File: config.mk
export PLATFORM = sky130hd
export DESIGN_NAME = ex_stage_flat
export DESIGN_NICKNAME = d
export VERILOG_FILES = /design/src/rtl/ex_stage_if.sv /design/src/rtl/ex_stage.sv /design/src/flat_wrapper.sv
export SDC_FILE = /design/constraint.sdc
export NUM_CORES = 2
export LEC_CHECK = 0
export CORE_MARGIN = 1.5
export CORE_UTILIZATION = 65
export CTS_CLUSTER_DIAMETER = 150
export CTS_CLUSTER_SIZE = 12
export DETAILED_ROUTE_END_ITERATION = 16
export GPL_ROUTABILITY_DRIVEN = 0
export PLACE_DENSITY = 0.95
export SETUP_SLACK_MARGIN = 0.1
export SYNTH_ARGS = -nofsm -noshare
export SYNTH_HDL_FRONTEND = slang
export SYNTH_SLANG_ARGS = --single-unit
File: constraint.sdc
create_clock -name clk -period 17.4 [get_ports clk]
set_input_delay 2.61 -clock clk [delete_from_list [all_inputs] [get_ports clk]]
set_output_delay 2.61 -clock clk [all_outputs]
set_load 0.005 [all_outputs]
File: src/rtl/ex_stage_if.sv
// ID/EX inputs, forwarding sources and registered EX/MEM outputs of the execute stage.
// The master drives the ID/EX side; the slave (ex_stage) drives the EX/MEM side.
interface ex_stage_if #(
    parameter int XLEN = 32
);
    logic [XLEN-1:0] ex_pc_plus_4_in;
    logic [XLEN-1:0] ex_read_data1_in;
    logic [XLEN-1:0] ex_read_data2_in;
    logic [XLEN-1:0] ex_immediate_in;
    logic [4:0]      ex_rd_addr_in;
    logic            ex_mem_read_in;
    logic            ex_mem_write_in;
    logic            ex_reg_write_in;
    logic            ex_MemToReg_in;
    logic            ex_ALUSrc_in;
    logic            ex_Branch_in;
    logic [3:0]      ex_ALUCtrl_in;
    logic [31:0]     ex_instruction_in;
    logic [1:0]      forward_a_sel;
    logic [1:0]      forward_b_sel;
    logic [XLEN-1:0] wb_write_data_in;

    logic            ex_busy_out;
    logic [XLEN-1:0] mem_alu_result_out;
    logic [XLEN-1:0] mem_write_data_out;
    logic [4:0]      mem_rd_addr_out;
    logic            mem_mem_read_out;
    logic            mem_mem_write_out;
    logic            mem_reg_write_out;
    logic            mem_MemToReg_out;
    logic            mem_branch_taken_out;
    logic [XLEN-1:0] mem_branch_target_out;
    logic [31:0]     mem_instruction_out;

    modport master (
        output ex_pc_plus_4_in, ex_read_data1_in, ex_read_data2_in, ex_immediate_in,
               ex_rd_addr_in, ex_mem_read_in, ex_mem_write_in, ex_reg_write_in,
               ex_MemToReg_in, ex_ALUSrc_in, ex_Branch_in, ex_ALUCtrl_in,
               ex_instruction_in, forward_a_sel, forward_b_sel, wb_write_data_in,
        input  ex_busy_out, mem_alu_result_out, mem_write_data_out, mem_rd_addr_out,
               mem_mem_read_out, mem_mem_write_out, mem_reg_write_out, mem_MemToReg_out,
               mem_branch_taken_out, mem_branch_target_out, mem_instruction_out
    );

    modport slave (
        input  ex_pc_plus_4_in, ex_read_data1_in, ex_read_data2_in, ex_immediate_in,
               ex_rd_addr_in, ex_mem_read_in, ex_mem_write_in, ex_reg_write_in,
               ex_MemToReg_in, ex_ALUSrc_in, ex_Branch_in, ex_ALUCtrl_in,
               ex_instruction_in, forward_a_sel, forward_b_sel, wb_write_data_in,
        output ex_busy_out, mem_alu_result_out, mem_write_data_out, mem_rd_addr_out,
               mem_mem_read_out, mem_mem_write_out, mem_reg_write_out, mem_MemToReg_out,
               mem_branch_taken_out, mem_branch_target_out, mem_instruction_out
    );
endinterface

File: src/rtl/ex_stage.sv
// RV32 execute stage: forwarding muxes, single-cycle ALU/MUL, iterative restoring
// divider under a 3-state FSM, branch resolution and the EX/MEM pipeline register.
module ex_stage #(
    parameter int XLEN      = 32,
    parameter int DIV_ITERS = 32
) (
    input logic       clk,
    input logic       rst,
    ex_stage_if.slave bus
);
    localparam logic [3:0] OP_ADD  = 4'h0, OP_SUB  = 4'h1, OP_AND = 4'h2, OP_OR   = 4'h3;
    localparam logic [3:0] OP_XOR  = 4'h4, OP_SLL  = 4'h5, OP_SRL = 4'h6, OP_SRA  = 4'h7;
    localparam logic [3:0] OP_SLT  = 4'h8, OP_SLTU = 4'h9, OP_MUL = 4'hA, OP_DIV  = 4'hB;
    localparam logic [3:0] OP_DIVU = 4'hC, OP_REM  = 4'hD, OP_REMU = 4'hE;
    localparam logic [31:0] NOP_INSTR = 32'h0000_0013;

    typedef enum logic [1:0] {S_IDLE, S_BUSY, S_DONE} state_t;

    typedef struct packed {
        logic [XLEN-1:0] alu_result;
        logic [XLEN-1:0] write_data;
        logic [4:0]      rd;
        logic            mem_read;
        logic            mem_write;
        logic            reg_write;
        logic            mem_to_reg;
        logic            br_taken;
        logic [XLEN-1:0] br_target;
        logic [31:0]     instr;
    } exmem_t;

    localparam exmem_t BUBBLE = '{instr: NOP_INSTR, default: '0};

    state_t          state_q, state_d;
    exmem_t          exmem_q, exmem_d, cur, dv_ctl;
    logic [XLEN-1:0] op_a, op_b_fwd, op_b, alu_res;
    logic            is_div, busy;

    logic [3:0]      dv_op;
    logic [XLEN-1:0] dv_rem, dv_quo, dv_dvs, dv_a, dv_q, dv_r;
    logic            dv_neg_q, dv_neg_r, dv_zero;
    logic [5:0]      dv_cnt;
    logic [XLEN:0]   rem_sh, diff;
    logic            a_neg, b_neg, dv_signed;

    always_comb begin
        case (bus.forward_a_sel)
            2'b01:   op_a = exmem_q.alu_result;
            2'b10:   op_a = bus.wb_write_data_in;
            default: op_a = bus.ex_read_data1_in;
        endcase
        case (bus.forward_b_sel)
            2'b01:   op_b_fwd = exmem_q.alu_result;
            2'b10:   op_b_fwd = bus.wb_write_data_in;
            default: op_b_fwd = bus.ex_read_data2_in;
        endcase
        op_b = bus.ex_ALUSrc_in ? bus.ex_immediate_in : op_b_fwd;
    end

    assign is_div = (bus.ex_ALUCtrl_in >= OP_DIV) && (bus.ex_ALUCtrl_in <= OP_REMU);

    always_comb begin
        alu_res = '0;
        case (bus.ex_ALUCtrl_in)
            OP_ADD:  alu_res = op_a + op_b;
            OP_SUB:  alu_res = op_a - op_b;
            OP_AND:  alu_res = op_a & op_b;
            OP_OR:   alu_res = op_a | op_b;
            OP_XOR:  alu_res = op_a ^ op_b;
            OP_SLL:  alu_res = op_a << op_b[4:0];
            OP_SRL:  alu_res = op_a >> op_b[4:0];
            OP_SRA:  alu_res = $signed(op_a) >>> op_b[4:0];
            OP_SLT:  alu_res = {{(XLEN-1){1'b0}}, $signed(op_a) < $signed(op_b)};
            OP_SLTU: alu_res = {{(XLEN-1){1'b0}}, op_a < op_b};
            OP_MUL:  alu_res = op_a * op_b;
            default: alu_res = '0;
        endcase
    end

    always_comb begin
        cur            = BUBBLE;
        cur.alu_result = alu_res;
        cur.write_data = op_b_fwd;
        cur.rd         = bus.ex_rd_addr_in;
        cur.mem_read   = bus.ex_mem_read_in;
        cur.mem_write  = bus.ex_mem_write_in;
        cur.reg_write  = bus.ex_reg_write_in;
        cur.mem_to_reg = bus.ex_MemToReg_in;
        cur.br_taken   = bus.ex_Branch_in & (op_a == op_b_fwd);
        cur.br_target  = bus.ex_pc_plus_4_in - XLEN'(4) + bus.ex_immediate_in;
        cur.instr      = bus.ex_instruction_in;
    end

    // Signs are stripped on acceptance so the iterations only see magnitudes.
    assign dv_signed = (bus.ex_ALUCtrl_in == OP_DIV) || (bus.ex_ALUCtrl_in == OP_REM);
    assign a_neg     = dv_signed & op_a[XLEN-1];
    assign b_neg     = dv_signed & op_b[XLEN-1];

    assign rem_sh = {dv_rem, dv_quo[XLEN-1]};
    assign diff   = rem_sh - {1'b0, dv_dvs};

    always_comb begin
        dv_q = dv_neg_q ? -dv_quo : dv_quo;
        dv_r = dv_neg_r ? -dv_rem : dv_rem;
        if (dv_zero) begin
            dv_q = '1;
            dv_r = dv_a;
        end
    end

    always_comb begin
        state_d = state_q;
        busy    = 1'b0;
        exmem_d = BUBBLE;
        case (state_q)
            S_IDLE: begin
                if (is_div) begin
                    busy    = 1'b1;
                    state_d = S_BUSY;
                end else begin
                    exmem_d = cur;
                end
            end
            S_BUSY: begin
                busy = 1'b1;
                if (dv_cnt == 6'(DIV_ITERS - 1))
                    state_d = S_DONE;
            end
            S_DONE: begin
                state_d            = S_IDLE;
                exmem_d            = dv_ctl;
                exmem_d.alu_result = (dv_op == OP_DIV || dv_op == OP_DIVU) ? dv_q : dv_r;
            end
            default: state_d = S_IDLE;
        endcase
    end

    always_ff @(posedge clk) begin
        if (rst) begin
            state_q  <= S_IDLE;
            exmem_q  <= BUBBLE;
            dv_ctl   <= BUBBLE;
            dv_op    <= '0;
            dv_rem   <= '0;
            dv_quo   <= '0;
            dv_dvs   <= '0;
            dv_a     <= '0;
            dv_neg_q <= 1'b0;
            dv_neg_r <= 1'b0;
            dv_zero  <= 1'b0;
            dv_cnt   <= '0;
        end else begin
            state_q <= state_d;
            exmem_q <= exmem_d;
            case (state_q)
                S_IDLE: if (is_div) begin
                    dv_ctl   <= cur;
                    dv_op    <= bus.ex_ALUCtrl_in;
                    dv_rem   <= '0;
                    dv_quo   <= a_neg ? -op_a : op_a;
                    dv_dvs   <= b_neg ? -op_b : op_b;
                    dv_a     <= op_a;
                    dv_neg_q <= a_neg ^ b_neg;
                    dv_neg_r <= a_neg;
                    dv_zero  <= (op_b == '0);
                    dv_cnt   <= '0;
                end
                S_BUSY: begin
                    // Restoring step: keep the trial subtraction only if it did not borrow.
                    if (!diff[XLEN]) begin
                        dv_rem <= diff[XLEN-1:0];
                        dv_quo <= {dv_quo[XLEN-2:0], 1'b1};
                    end else begin
                        dv_rem <= rem_sh[XLEN-1:0];
                        dv_quo <= {dv_quo[XLEN-2:0], 1'b0};
                    end
                    dv_cnt <= dv_cnt + 6'd1;
                end
                default: ;
            endcase
        end
    end

    assign bus.ex_busy_out           = busy;
    assign bus.mem_alu_result_out    = exmem_q.alu_result;
    assign bus.mem_write_data_out    = exmem_q.write_data;
    assign bus.mem_rd_addr_out       = exmem_q.rd;
    assign bus.mem_mem_read_out      = exmem_q.mem_read;
    assign bus.mem_mem_write_out     = exmem_q.mem_write;
    assign bus.mem_reg_write_out     = exmem_q.reg_write;
    assign bus.mem_MemToReg_out      = exmem_q.mem_to_reg;
    assign bus.mem_branch_taken_out  = exmem_q.br_taken;
    assign bus.mem_branch_target_out = exmem_q.br_target;
    assign bus.mem_instruction_out   = exmem_q.instr;
endmodule

File: src/flat_wrapper.sv
// flat-port wrapper written by rule: the top's interface ports become plain ports
module ex_stage_flat 
#(
    parameter int XLEN      = 32,
    parameter int DIV_ITERS = 32
)
  (clk, rst, bus_ex_pc_plus_4_in, bus_ex_read_data1_in, bus_ex_read_data2_in, bus_ex_immediate_in, bus_ex_rd_addr_in, bus_ex_mem_read_in, bus_ex_mem_write_in, bus_ex_reg_write_in, bus_ex_MemToReg_in, bus_ex_ALUSrc_in, bus_ex_Branch_in, bus_ex_ALUCtrl_in, bus_ex_instruction_in, bus_forward_a_sel, bus_forward_b_sel, bus_wb_write_data_in, bus_ex_busy_out, bus_mem_alu_result_out, bus_mem_write_data_out, bus_mem_rd_addr_out, bus_mem_mem_read_out, bus_mem_mem_write_out, bus_mem_reg_write_out, bus_mem_MemToReg_out, bus_mem_branch_taken_out, bus_mem_branch_target_out, bus_mem_instruction_out);
  ex_stage_if #(.XLEN(XLEN)) bus_i ();
  input logic clk;
  input logic rst;
  input wire logic [$bits(bus_i.ex_pc_plus_4_in)-1:0] bus_ex_pc_plus_4_in;
  input wire logic [$bits(bus_i.ex_read_data1_in)-1:0] bus_ex_read_data1_in;
  input wire logic [$bits(bus_i.ex_read_data2_in)-1:0] bus_ex_read_data2_in;
  input wire logic [$bits(bus_i.ex_immediate_in)-1:0] bus_ex_immediate_in;
  input wire logic [$bits(bus_i.ex_rd_addr_in)-1:0] bus_ex_rd_addr_in;
  input wire logic [$bits(bus_i.ex_mem_read_in)-1:0] bus_ex_mem_read_in;
  input wire logic [$bits(bus_i.ex_mem_write_in)-1:0] bus_ex_mem_write_in;
  input wire logic [$bits(bus_i.ex_reg_write_in)-1:0] bus_ex_reg_write_in;
  input wire logic [$bits(bus_i.ex_MemToReg_in)-1:0] bus_ex_MemToReg_in;
  input wire logic [$bits(bus_i.ex_ALUSrc_in)-1:0] bus_ex_ALUSrc_in;
  input wire logic [$bits(bus_i.ex_Branch_in)-1:0] bus_ex_Branch_in;
  input wire logic [$bits(bus_i.ex_ALUCtrl_in)-1:0] bus_ex_ALUCtrl_in;
  input wire logic [$bits(bus_i.ex_instruction_in)-1:0] bus_ex_instruction_in;
  input wire logic [$bits(bus_i.forward_a_sel)-1:0] bus_forward_a_sel;
  input wire logic [$bits(bus_i.forward_b_sel)-1:0] bus_forward_b_sel;
  input wire logic [$bits(bus_i.wb_write_data_in)-1:0] bus_wb_write_data_in;
  output wire logic [$bits(bus_i.ex_busy_out)-1:0] bus_ex_busy_out;
  output wire logic [$bits(bus_i.mem_alu_result_out)-1:0] bus_mem_alu_result_out;
  output wire logic [$bits(bus_i.mem_write_data_out)-1:0] bus_mem_write_data_out;
  output wire logic [$bits(bus_i.mem_rd_addr_out)-1:0] bus_mem_rd_addr_out;
  output wire logic [$bits(bus_i.mem_mem_read_out)-1:0] bus_mem_mem_read_out;
  output wire logic [$bits(bus_i.mem_mem_write_out)-1:0] bus_mem_mem_write_out;
  output wire logic [$bits(bus_i.mem_reg_write_out)-1:0] bus_mem_reg_write_out;
  output wire logic [$bits(bus_i.mem_MemToReg_out)-1:0] bus_mem_MemToReg_out;
  output wire logic [$bits(bus_i.mem_branch_taken_out)-1:0] bus_mem_branch_taken_out;
  output wire logic [$bits(bus_i.mem_branch_target_out)-1:0] bus_mem_branch_target_out;
  output wire logic [$bits(bus_i.mem_instruction_out)-1:0] bus_mem_instruction_out;
  assign bus_i.ex_pc_plus_4_in = bus_ex_pc_plus_4_in;
  assign bus_i.ex_read_data1_in = bus_ex_read_data1_in;
  assign bus_i.ex_read_data2_in = bus_ex_read_data2_in;
  assign bus_i.ex_immediate_in = bus_ex_immediate_in;
  assign bus_i.ex_rd_addr_in = bus_ex_rd_addr_in;
  assign bus_i.ex_mem_read_in = bus_ex_mem_read_in;
  assign bus_i.ex_mem_write_in = bus_ex_mem_write_in;
  assign bus_i.ex_reg_write_in = bus_ex_reg_write_in;
  assign bus_i.ex_MemToReg_in = bus_ex_MemToReg_in;
  assign bus_i.ex_ALUSrc_in = bus_ex_ALUSrc_in;
  assign bus_i.ex_Branch_in = bus_ex_Branch_in;
  assign bus_i.ex_ALUCtrl_in = bus_ex_ALUCtrl_in;
  assign bus_i.ex_instruction_in = bus_ex_instruction_in;
  assign bus_i.forward_a_sel = bus_forward_a_sel;
  assign bus_i.forward_b_sel = bus_forward_b_sel;
  assign bus_i.wb_write_data_in = bus_wb_write_data_in;
  assign bus_ex_busy_out = bus_i.ex_busy_out;
  assign bus_mem_alu_result_out = bus_i.mem_alu_result_out;
  assign bus_mem_write_data_out = bus_i.mem_write_data_out;
  assign bus_mem_rd_addr_out = bus_i.mem_rd_addr_out;
  assign bus_mem_mem_read_out = bus_i.mem_mem_read_out;
  assign bus_mem_mem_write_out = bus_i.mem_mem_write_out;
  assign bus_mem_reg_write_out = bus_i.mem_reg_write_out;
  assign bus_mem_MemToReg_out = bus_i.mem_MemToReg_out;
  assign bus_mem_branch_taken_out = bus_i.mem_branch_taken_out;
  assign bus_mem_branch_target_out = bus_i.mem_branch_target_out;
  assign bus_mem_instruction_out = bus_i.mem_instruction_out;
  ex_stage #(.XLEN(XLEN), .DIV_ITERS(DIV_ITERS)) u_core (.clk(clk), .rst(rst), .bus(bus_i));
endmodule
==> results.cfg, run 1 <==
[floorplan]
die_width_um = 269.4
die_height_um = 269.4
io_pins = 352
rows = 97
start_util_pct = 65.74

[synth]
ys_ff_latch = 387
synth.avg_cell_area_sq_um = 7.608
netlist_area_sq_um = 46120
syn_nets = 7009
yosysWarnings = 0
yosysSeqAreaShare_pct = 16.80
synth_top_area_share_pct = 17.88
synth-edff-count = 0
yosysTopAreaCell = fa_1
synthDistinctLibCells = 84
synthTopCellsByArea = fa_1 (18%), dfxtp_1 (17%), ha_1 (8.7%)
synth_cells = 6062
synth_top_flop_cell = dfxtp_1
async_flop_share_pct = 0

[clock_tree]
clockBufferDepth = 3
tritoncts.num_buffers = 38
hold_buffers = 0
cts_setup_buffers = 0
htreeDepth = 2
cts_root_buf = clkbuf_16
post_cts_resize_count = 0
cts.sinks = 387

[outcome]
outcome = aborted with a tool error
failing_step = global routing
error_line = [ERROR GRT-0183] Net _01629_: the 3D maze router ran out of legal paths (heap underflow) - the net is boxed in by local congestion or blockages.

[global_route]
grt_max_degree = 189
antenna_found_initial = 58

[placement]
numPortBuffers = 351
dp_hpwl_um = 148800
synth_stat cells (all sizes together), types with 30 or more instances:
cell type / instances
nor3: 57
o31ai: 41
a21oi: 458
or3: 36
fa: 412
mux2i: 141
a21o: 59
nand2b: 42
o211ai: 38
dfxtp: 387
inv: 654
nor2b: 36
a211oi: 52
o22ai: 30
o21a: 56
ha: 322
a221oi: 48
a22oi: 182
o21ai: 313
clkbuf: 308
nand2: 806
buf: 104
xor2: 65
xnor2: 234
a31oi: 40
nor2: 736
nand3: 50
cell families after synthesis:
kind of cell	after synthesis	synth area share, %
adder cells (fa/ha/maj)	734	26.62
buffers and inverters	1078	8.937
multiplexers	161	3.573
XOR/XNOR	300	5.727
AO/OA/AOI/OAI	1508	21.05
AND/OR/NAND/NOR	1894	17.30
flip-flops	387	16.80
through the flow:
stage | instances | worst slack [ps] | cell area, sq um
2_1_floorplan | 6062 | 5918 | 46120
3_3_place_gp | 7048 | 5315 | 50110
3_5_place_dp | 7048 | 5048 | 50110
4_1_cts | 7090 | 5585 | 51130
==> run 2, diff against run 1 <==
--- a/config.mk
+++ b/config.mk
@@ -6,13 +6,10 @@
 export NUM_CORES = 2
 export LEC_CHECK = 0
 export CORE_MARGIN = 1.5
-export CORE_UTILIZATION = 65
-export CTS_CLUSTER_DIAMETER = 150
-export CTS_CLUSTER_SIZE = 12
+export CORE_UTILIZATION = 40
 export DETAILED_ROUTE_END_ITERATION = 16
 export GPL_ROUTABILITY_DRIVEN = 0
-export PLACE_DENSITY = 0.95
-export SETUP_SLACK_MARGIN = 0.1
+export PLACE_DENSITY_LB_ADDON = 0.15
 export SYNTH_ARGS = -nofsm -noshare
 export SYNTH_HDL_FRONTEND = slang
 export SYNTH_SLANG_ARGS = --single-unit
==> results.cfg, run 2 <==
[outcome]
outcome = finished with violations
violations = max-capacitance violations, max-slew violations

[clock_tree]
hold_buffers = 0
htreeDepth = 2
post_cts_resize_count = 0
cts.sinks = 387
cts_root_buf = clkbuf_16
cts_tree = built
clkTransAtPathRegs_ps = 70
tritoncts.num_buffers = 44
worstSkewPairLatency_ps = 630
clockBufferDepth = 3
cts_setup_buffers = 0

[cells_and_area]
fillers = 11540
layout.nets = 7138
largest_register_ffs = 106
drive_above_1_share_pct = 5.109
final_common_cell = nand2_1
top_register = u_core.dv_ctl
area_growth_syn_to_layout_pct = 14.24
design_area_sq_um = 52690
final_cell_mix = nand2_1 (806), nor2_1 (733), inv_1 (645), a21oi_1 (457), fa_1 (412)

[flow_run]
max-cap-violations = 1

[route]
wl_per_cell_um = 28.55
drc = 0
drt-initial-drc-count = 6269
dr.pass1.iters = 10
wirelength_um = 221000
via_per_inst = 6.119
vias = 47360
drtAntennaViolNets = 0

[critical_path]
r2r_slack_ps = 8350
required_ps = 17950
max_stage_delay_ps = 590
cp.arrival_ps = 12660
path_class = in2reg
crit-reg2reg-launch = u_core.bus.mem_alu_result_out[2]$_SDFF_PP0_
start_kind = input pin
endpoint_kind = flop
cp_slowest_cell = buf_4
crit_fanout = 76
reg2reg_to = u_core.bus.mem_alu_result_out[31]$_SDFF_PP0_
crit_end = u_core.bus.mem_alu_result_out[31]$_SDFF_PP0_
crit_start = bus_forward_b_sel[0]
r2r_cells = 29
cpMostUsedCell = fa_1

[synth]
synth_top_area_share_pct = 17.88
ys_ff_latch = 387
yosysTopAreaCell = fa_1
netlist_area_sq_um = 46120
yosys-top-cells-count = nand2_1 (806), nor2_1 (736), inv_1 (648)
synth.avg_cell_area_sq_um = 7.608
synth_top_flop_cell = dfxtp_1
synth-edff-count = 0
yosysSeqAreaShare_pct = 16.80
yosysWarnings = 0
syn_nets = 7009
synthTopCellsByArea = fa_1 (18%), dfxtp_1 (17%), ha_1 (8.7%)
async_flop_share_pct = 0
synth_cells = 6062
yosysMostFrequentCell = nand2_1
synthDistinctLibCells = 84

[floorplan]
core_sq_um = 114300
die-area_sq_um = 117300
die_height_um = 342.6
die_width_um = 342.6
start_util_pct = 40.33
rows = 124
io_pins = 352

[timing]
rsz0062_at_grt = no
skew_ps = 29.01
finalSetupTns_ps = 0
finalSetupViolCount = 0
relSlewSlack_pct = -0.5035
max_freq_mhz = 82.63
layout_min_cycle_time_ps = 12100
fin_crit_sh_pct = 69.56
worst_pin_slew_ps = 1492
hold_viol = 0
maxSlewViolCount = 1

[power_and_ir_drop]
peakVddDrop_mv = 0.5106
p_per_area_nw_per_um2 = 241.2
p_leak_nw = 22.42

[global_route]
grt_pass1_vias = 45020
grt_pass1_wl_um = 316000
antenna_found_initial = 10
grt_max_degree = 97
overflow = 0
track_usage_pct = 36.70

[placement]
numPortBuffers = 351
dp_hpwl_um = 164900
place_area_sq_um = 51120

[min_path]
hp-start = u_core.dv_a[11]$_SDFFE_PP0P_
hold_depth = 2
hp-class = reg2reg
run 2: power breakdown:
part / internal, mW / switching [mW] / total, mW
sequential: 0.978 / 0.127 / 1.10
combinational: 4.45 / 6.12 / 10.6
clock: 0.590 / 0.439 / 1.03
total: 6.02 / 6.69 / 12.7
run 2: per-layer routing:
| layer | share of wire [%] | global-route usage, % | up-vias |
|---|---|---|---|
| met5 | 0.044 | 0.3606 | - |
| met4 | 7.5 | 21.62 | 8 |
| met3 | 14 | 13.87 | 764 |
| met2 | 40 | 53.07 | 3250 |
| met1 | 38 | 46.34 | 22780 |
| li1 | - | - | 20560 |
run 2: cells by family (layout without fill, tap and decap cells):
family	count (synthesis)	count (layout)	synth area share, %
adder cells (fa/ha/maj)	734	734	26.62
multiplexers	161	161	3.573
AND/OR/NAND/NOR	1894	1894	17.30
buffers and inverters	1078	1240	8.937
other	0	5	0
AO/OA/AOI/OAI	1508	1508	21.05
XOR/XNOR	300	300	5.727
flip-flops	387	387	16.80
run 2: how the worst min path moves through the flow:
stage | to | slack, ps
after floorplan | u_core.dv_dvs[20]$_SDFFE_PP0P_ | 430
after global placement | u_core.dv_a[23]$_SDFFE_PP0P_ | 440
after detailed placement | u_core.dv_a[11]$_SDFFE_PP0P_ | 440
after CTS | u_core.dv_a[11]$_SDFFE_PP0P_ | 450
after global routing | u_core.dv_dvs[14]$_SDFFE_PP0P_ | 470
final | u_core.dv_a[11]$_SDFFE_PP0P_ | 450
run 2: critical path: cells and delay by family:
kind	cells	cell delay, ps
adders and majority gates	10	3790
buffers and inverters	11	2880
AOI/OAI and AO/OA	8	2300
and+or+nand+nor	5	990
run 2: area by class of cell:
| type | count | area, sq um | share of cell area [%] |
|---|---|---|---|
| Multi-Input combinational cell | 4597 | 34390 | 65.27 |
| Clock buffer | 56 | 1216 | 2.308 |
| Sequential cell | 387 | 7749 | 14.71 |
| Inverter | 666 | 2500 | 4.745 |
| Tap cell | 1512 | 1892 | 3.591 |
| Clock inverter | 23 | 336.6 | 0.6388 |
| Antenna cell | 5 | 12.51 | 0.02375 |
| Timing Repair Buffer | 495 | 4593 | 8.718 |
run 2: metrics by stage:
step | utilization, % | worst slack [ps] | std cells | power [mW] | hold slack [ps]
finish | 46.08 | 5297 | 7741 | 12.71 | 451.7
global route | 46.07 | 4700 | 7736 | 13.69 | 470.3
CTS | 46.07 | 5436 | 7736 | 12.45 | 451.5
detailed placement | 44.71 | 4827 | 7657 | 11.36 | 443.7
global placement | 44.71 | 4814 | 7657 | 11.21 | 438.6
floorplan | - | 5918 | 6062 | 8.559 | 425.0
Power figures use the tool's default switching activity.
